## src/rtl/ksa_fsm.sv

```systemverilog
// RC4 key-scheduling controller: initialises the shared S RAM to the identity
// and then runs the keyed swap loop, handing off to the decrypt stage via done.
//
// state    | meaning
// ---------+-----------------------------------------------------------
// IDLE     | waiting for start
// INIT_WR  | write S[i] = i for i = 0..255
// RD_I     | present address i
// WAIT_I   | RD_LAT cycles for S[i] to arrive on q
// CALC_J   | latch S[i], advance j by S[i] + key byte
// RD_J     | present address j
// WAIT_J   | RD_LAT cycles for S[j] to arrive on q
// WR_J     | latch S[j], write S[j] <= S[i]
// WR_I     | write S[i] <= S[j], advance i or finish
// DONE     | S is a keyed permutation; hold until start is seen low
module ksa_fsm #(
    parameter int RD_LAT    = 2,
    parameter int KEY_BYTES = 3
) (
    input  logic                   clk,
    input  logic                   reset,
    input  logic                   start,
    input  logic [8*KEY_BYTES-1:0] secret_key,
    input  logic [7:0]             q,
    output logic [7:0]             address,
    output logic [7:0]             data,
    output logic                   wren,
    output logic                   busy,
    output logic                   done
);

    localparam int WW = (RD_LAT > 1) ? $clog2(RD_LAT) : 1;
    localparam int KW = (KEY_BYTES > 1) ? $clog2(KEY_BYTES) : 1;

    typedef enum logic [3:0] {
        S_IDLE, S_INIT_WR, S_RD_I, S_WAIT_I, S_CALC_J,
        S_RD_J, S_WAIT_J, S_WR_J, S_WR_I, S_DONE
    } state_t;

    state_t        state_q, state_d;
    logic [7:0]    i_q, i_d, j_q, j_d, si_q, si_d, sj_q, sj_d;
    logic [KW-1:0] kidx_q, kidx_d;
    logic [WW-1:0] wait_q, wait_d;
    logic [7:0]    address_q, address_d, data_q, data_d;
    logic          wren_q, wren_d, busy_q, busy_d, done_q, done_d;
    logic [7:0]    key_byte;

    // Byte 0 of the key occupies the most significant byte lane.
    always_comb begin
        key_byte = secret_key[8*KEY_BYTES-1 -: 8];
        for (int k = 0; k < KEY_BYTES; k++) begin
            if (kidx_q == KW'(k)) key_byte = secret_key[8*(KEY_BYTES-k)-1 -: 8];
        end
    end

    always_comb begin
        state_d   = state_q;
        i_d       = i_q;
        j_d       = j_q;
        si_d      = si_q;
        sj_d      = sj_q;
        kidx_d    = kidx_q;
        wait_d    = wait_q;
        address_d = address_q;
        data_d    = data_q;
        wren_d    = 1'b0;
        busy_d    = busy_q;
        done_d    = done_q;
        case (state_q)
            S_IDLE: begin
                if (start) begin
                    state_d = S_INIT_WR;
                    i_d     = 8'd0;
                    j_d     = 8'd0;
                    kidx_d  = '0;
                    busy_d  = 1'b1;
                    done_d  = 1'b0;
                end
            end
            S_INIT_WR: begin
                address_d = i_q;
                data_d    = i_q;
                wren_d    = 1'b1;
                i_d       = i_q + 8'd1;
                if (i_q == 8'd255) state_d = S_RD_I;
            end
            S_RD_I: begin
                address_d = i_q;
                wait_d    = WW'(RD_LAT - 1);
                state_d   = S_WAIT_I;
            end
            S_WAIT_I: begin
                if (wait_q == '0) state_d = S_CALC_J;
                else              wait_d  = wait_q - WW'(1);
            end
            S_CALC_J: begin
                si_d    = q;
                j_d     = j_q + q + key_byte;
                state_d = S_RD_J;
            end
            S_RD_J: begin
                address_d = j_q;
                wait_d    = WW'(RD_LAT - 1);
                state_d   = S_WAIT_J;
            end
            S_WAIT_J: begin
                if (wait_q == '0) state_d = S_WR_J;
                else              wait_d  = wait_q - WW'(1);
            end
            S_WR_J: begin
                sj_d      = q;
                address_d = j_q;
                data_d    = si_q;
                wren_d    = 1'b1;
                state_d   = S_WR_I;
            end
            S_WR_I: begin
                address_d = i_q;
                data_d    = sj_q;
                wren_d    = 1'b1;
                i_d       = i_q + 8'd1;
                kidx_d    = (kidx_q == KW'(KEY_BYTES - 1)) ? '0 : kidx_q + KW'(1);
                state_d   = (i_q == 8'd255) ? S_DONE : S_RD_I;
            end
            S_DONE: begin
                address_d = 8'd0;
                busy_d    = 1'b0;
                done_d    = 1'b1;
                // done must be visible at least one cycle before start low releases it
                if (done_q && !start) begin
                    state_d = S_IDLE;
                    done_d  = 1'b0;
                end
            end
            default: state_d = S_IDLE;
        endcase
    end

    always_ff @(posedge clk) begin
        if (!reset) begin
            state_q   <= S_IDLE;
            i_q       <= 8'd0;
            j_q       <= 8'd0;
            si_q      <= 8'd0;
            sj_q      <= 8'd0;
            kidx_q    <= '0;
            wait_q    <= '0;
            address_q <= 8'd0;
            data_q    <= 8'd0;
            wren_q    <= 1'b0;
            busy_q    <= 1'b0;
            done_q    <= 1'b0;
        end else begin
            state_q   <= state_d;
            i_q       <= i_d;
            j_q       <= j_d;
            si_q      <= si_d;
            sj_q      <= sj_d;
            kidx_q    <= kidx_d;
            wait_q    <= wait_d;
            address_q <= address_d;
            data_q    <= data_d;
            wren_q    <= wren_d;
            busy_q    <= busy_d;
            done_q    <= done_d;
        end
    end

    assign address = address_q;
    assign data    = data_q;
    assign wren    = wren_q;
    assign busy    = busy_q;
    assign done    = done_q;

endmodule

```

## config.mk

```make
export PLATFORM = sky130hd
export DESIGN_NAME = ksa_fsm
export DESIGN_NICKNAME = d
export VERILOG_FILES = /design/src/rtl/ksa_fsm.sv
export SDC_FILE = /design/constraint.sdc
export NUM_CORES = 1
export LEC_CHECK = 0
export CORE_MARGIN = 2
export CORE_UTILIZATION = 45
export DETAILED_ROUTE_END_ITERATION = 16
export PLACE_DENSITY_LB_ADDON = 0.15
export SLEW_MARGIN = 20
export SYNTH_ARGS = -nofsm -noshare
export SYNTH_HDL_FRONTEND = slang
export SYNTH_SLANG_ARGS = --single-unit
```

## constraint.sdc

```tcl
create_clock -name clk -period 2.8 [get_ports clk]
set_input_delay 0.28 -clock clk [delete_from_list [all_inputs] [get_ports clk]]
set_output_delay 0.28 -clock clk [all_outputs]
set_load 0.05 [all_outputs]
```

## After elaboration in Yosys (flattened, before gate mapping)

Cells that the tools add are included.
W data, S select, Z words.

| word-level totals | value |
|---|---|
| register bits after elaboration | 58 |
| input bits | 35 |
| output and inout bits | 19 |
| logic and storage cells | 80 |

| operators by class | value |
|---|---|
| $add $sub $neg | 5 |
| eq/ne operators | 17 |
| mux-type cells | 25 |
| reductions and logical operators | 21 |

Operator list:

| kind | number |
|---|---|
| $pmux W8 S3 | 2 |
| $pmux W4 S10 | 1 |
| $pmux W8 S2 | 2 |
| $mux W4 | 6 |
| $mux W8 | 3 |
| $add A8 B8 Y8 | 2 |
| $eq A4 B3 Y1 const B | 4 |
| $ne A2 B2 Y1 const B | 5 |
| $reduce_bool A2 Y1 | 5 |
| $add A8 B1 Y8 const B | 1 |
| $eq A4 B2 Y1 const B | 2 |
| $eq A4 B4 Y1 const B | 2 |
| $eq A8 B8 Y1 const B | 1 |
| $reduce_and A2 Y1 | 4 |
| $reduce_or A2 Y1 | 4 |
| $pmux W1 S2 | 3 |
| $reduce_bool A3 Y1 | 2 |
| $reduce_or A3 Y1 | 2 |
| $mux W1 | 5 |
| $reduce_and A5 Y1 | 1 |
| $eq A4 B1 Y1 const B | 1 |
| $logic_not A4 Y1 | 1 |
| $mux W2 | 2 |
| $pmux W2 S2 | 1 |
| 6 further kinds | 6 |

## Depth between registers and ports, before layout

| logic depth | value |
|---|---|
| depth after elaboration | 5 |
| mapped depth | 14 |
| depth with buffers taken out | 12 |

## Worst setup path before layout

Ideal clock, no wire load.

| path | value |
|---|---|
| kind | register to register |
| start | register kidx_q[0] |
| end | register j_q[7] |
| library setup time | 0.079 ns |
| data arrival time | 2.944 ns |
| required time | 2.721 ns |
| setup slack | -0.223 ns |
| cell stages (with the launch flop) | 14 |
| path buffers | 3 |
| clock period less this slack | 3.023 ns |
| path through | dfxtp_1 > clkbuf_1 > buf_2 > buf_2 > mux2i_1 > a21oi_1 > fa_1 > inv_1 > fa_1 > nor2b_1 > o31a_1 > o22ai_1 > nand3b_1 > o211ai_1 |

| between the ends | value |
|---|---|
| word-level cells in the longest chain between the ends | 5 |
| elaborated cells on any way between the ends | 6 |
| classes of those cells | add/sub: 1; eq/ne: 2; mux: 3 |

Ends and longest elaborated chain:

| element | RTL line | text |
|---|---|---|
| start: declaration | 42 | `logic [KW-1:0] kidx_q, kidx_d;` |
| start signal: assignment | 159 | `kidx_q <= kidx_d;` |
| $eq A2 B1 Y1 | 52 | `if (kidx_q == KW'(k)) key_byte = secret_key[8*(KEY_BYTES-k)-1 -: 8];` |
| $mux W8 | 52 |  |
| $mux W8 * | 52 |  |
| $add A8 B8 Y8 * | 98 | `j_d = j_q + q + key_byte;` |
| $pmux W8 S2 * | 69 | `case (state_q)` |
| end signal: assignment | 156 | `j_q <= j_d;` |
| end: declaration | 41 | `logic [7:0] i_q, i_d, j_q, j_d, si_q, si_d, sj_q, sj_d;` |

Every way passes the cells marked *; elsewhere a longest branch is shown, timed or not.
A chain may end at the register's enable or synchronous reset.

## Worst setup path in the final report

Ends and elaborated chain as after synthesis.

==> flow_metrics.py <==
metrics = {
    "finish": {
        "drive_gt1_frac": 0.1567,
        "fin_area_sq_um": 4533,
        "n_antenna_cell": 0,
        "area_growth_pct": 25.76,
        "post-route-util": 0.5866,
        "fin_cells": 568,
        "layout_common_cells": "dfxtp_1, clkdlybuf4s50_1, nand2_1",
        "nets": 511,
        "final_common_cell": "dfxtp_1",
    },
    "synthesis": {
        "yosysTopAreaCellShare": 0.3221,
        "avgSynthCellArea_sq_um": 8.771,
        "synth_top_family_by_area": "compound AO/OA/AOI/OAI gates",
        "synthXorXnorAreaFrac": 0.01944,
        "synth-seq-cells": 58,
        "syn_inst": 411,
        "yosysTopAreaCell": "dfxtp_1",
        "ys_seq_area_frac": 0.3221,
        "synth_fp_nets": 461,
        "yosysUniqueCellTypes": 65,
        "async_reset_ff_frac": 0,
        "yosys.area_share.simple": 0.2100,
        "netlist_area_sq_um": 3605,
        "synth-compound-area-share": 0.2662,
        "synthFlopType": "dfxtp_1",
        "synth_adder_area_share": 0.08816,
        "synth_area_leaders": "dfxtp_1, nand2_1, fa_1",
        "synth_edf_count": 0,
        "synthMuxAreaShare": 0.03367,
        "ys_warn_count": 0,
    },
    "timing": {
        "rsz0062_at_grt": "yes",
        "finalHoldViolations": 0,
        "hold_slack_ps": 455.7,
        "max_freq_mhz": 369.4,
        "drv_slew": 0,
        "setup_viol": 0,
        "period_minus_slack_ps": 2707,
        "tightest_slew_ps": 789.9,
        "skew_ps": 6.957,
        "relSlewSlack": 0.4727,
        "fin_crit_sh": 0.9667,
        "fin_ws_ps": 93.12,
    },
    "setup_path": {
        "cp-end-kind": "flop",
        "required_ps": 3060,
        "worst-setup-path-type": "reg2reg",
        "arrival_ps": 2970,
        "cp_max_fo": 7,
        "crit_path_start_kind": "flop",
    },
    "route": {
        "dr.pass1.iters": 5,
        "antenna_left": 0,
        "wl_mm": 9.151,
        "drt_iter0_markers": 170,
        "vias_per_cell": 5.641,
        "wl_per_cell_um": 16.11,
        "drcViolationCount": 0,
        "dr_total_vias": 3204,
    },
    "clocking": {
        "clkTransAtPathRegs_ps": 80,
        "cts-root-buf": "clkbuf_8",
        "cts_tree": "built",
        "ctsHoldBuffers": 0,
        "clockBufferDepth": 2,
        "cts.htree.levels": 3,
        "clk_latency_ps": 330,
        "cts_sinks": 58,
        "cts_buffers": 9,
    },
    "place": {
        "placedCellCount": 551,
        "place_ws_ps": -197.4,
        "dpl.hpwl_mm": 6.576,
        "port_buffers": 53,
        "routabilityCongestion": 0.8434,
        "placed_area_sq_um": 4209,
    },
    "die": {
        "core_area_sq_um": 7727,
        "die_w_um": 93.50,
        "die_y_um": 93.50,
        "initial_utilization": 0.4665,
        "die-area_sq_um": 8742,
        "rows": 32,
        "io_pins": 54,
    },
    "pwr": {
        "cellLeakagePower_uw": 0.001606,
        "p_per_area_nw_per_um2": 683.9,
        "ir_worst_vdd_mv": 0.4635,
    },
    "hold_path": {
        "hold_class": "reg2reg",
    },
    "global_route": {
        "grt_pass1_wl_mm": 15.35,
        "gr-total-overflow": 0,
        "grt_max_degree": 59,
        "grt_util_all_layers": 0.2232,
        "grt_pass1_vias": 3081,
        "antenna_found_initial": 0,
    },
    "run": {
        "maxCapViolations": 0,
    },
    "run_status": {
        "outcome": "finished clean",
    },
}
## sequential cells by signal, summed over array words and instances (netlist names)
signal / count
done: 1
kidx_q: 2
address: 8
busy: 1
wait_q: 1
si_q: 8
data: 8
i_q: 8
j_q: 8
wren: 1
sj_q: 8
state_q: 4
## power by group
part	total [uW]	leakage, uW	switching, uW	internal [uW]
logic	1100	0.00101	648	452
registers	1030	0.000472	108	922
clock network	971	0.000124	373	599
## synthesized netlist by cell type (all sizes together) (2+ instances only)
cell type	n
dfxtp	58
nand2	51
a21oi	30
a21boi	20
nor2	20
o21ai	20
buf	18
nor2b	17
inv	15
nand3	13
a211oi	11
clkbuf	11
mux2i	11
o211ai	10
a22oi	9
fa	8
o21a	8
ha	7
maj3	7
o221a	7
xnor2	7
and2	6
nand4	6
nand2b	4
nand3b	4
a31oi	3
nor3	3
o211a	3
or3	3
nor4	2
o21bai	2
o22ai	2
o31a	2
or2	2
## per-stage QoR
step	setup TNS (ps)	total power (uW)
after floorplan	0	1823
after global placement	-302.8	2114
after detailed placement	-359.4	2129
after CTS	0	3109
after global routing	-53.00	3267
final	0	3100
## path summary, 6_finish.rpt
kind         slack [ps]  cells after the start       from     end
max                  90                     11  kidx_q[0]  j_q[7]
min                 460                      2       busy    busy
max reg2reg          90                     11  kidx_q[0]  j_q[7]
min reg2reg         460                      2       busy    busy
## worst max-delay path, cell delays in order (launching register included)
cell and delay [ps]:
dfxtp_4 390, buf_6 140, mux2i_1 220, a21oi_2 90
fa_1 570, inv_2 60, fa_2 390, nor2b_2 130
o31a_1 200, o22ai_2 100, nand3b_1 150, o211ai_1 190
## metal layers
layer  vias to the layer above  global-route usage  share of wire
li1                       1570                   -              -
met1                      1549              0.3078           0.47
met2                        73              0.3543           0.47
met3                        12             0.03707          0.044
met4                         0             0.07475          0.016
met5                         -                   0              0
## cell families (layout without fill, tap and decap cells)
| logic type | Yosys count | after routing |
|---|---|---|
| and+or+nand+nor | 135 | 135 |
| buffers and inverters | 44 | 99 |
| muxes | 12 | 12 |
| xor gates and xnor gates | 8 | 8 |
| AOI/OAI and AO/OA | 132 | 132 |
| adders and majority gates | 22 | 22 |
| DFF | 58 | 58 |
## timing repair
| action | in CTS | in global routing |
|---|---|---|
| endpoints found under the hold margin | 0 | 0 |
| pin swaps | 0 | 6 |
| setup endpoints to repair | 1 | 4 |
| gates resized for setup | 1 | 16 |
| setup buffers | 0 | 1 |
## cell type report
cell class,count,area [sq um]
repair buffers,68,658.1
well taps,102,127.6
fillers,686,3194
multi-input cells,309,2277
clock inverters,7,125.1
clock buffers,9,123.9
flip-flops and latches,58,1165
inverters,15,56.30
Power figures use the tool's default switching activity.
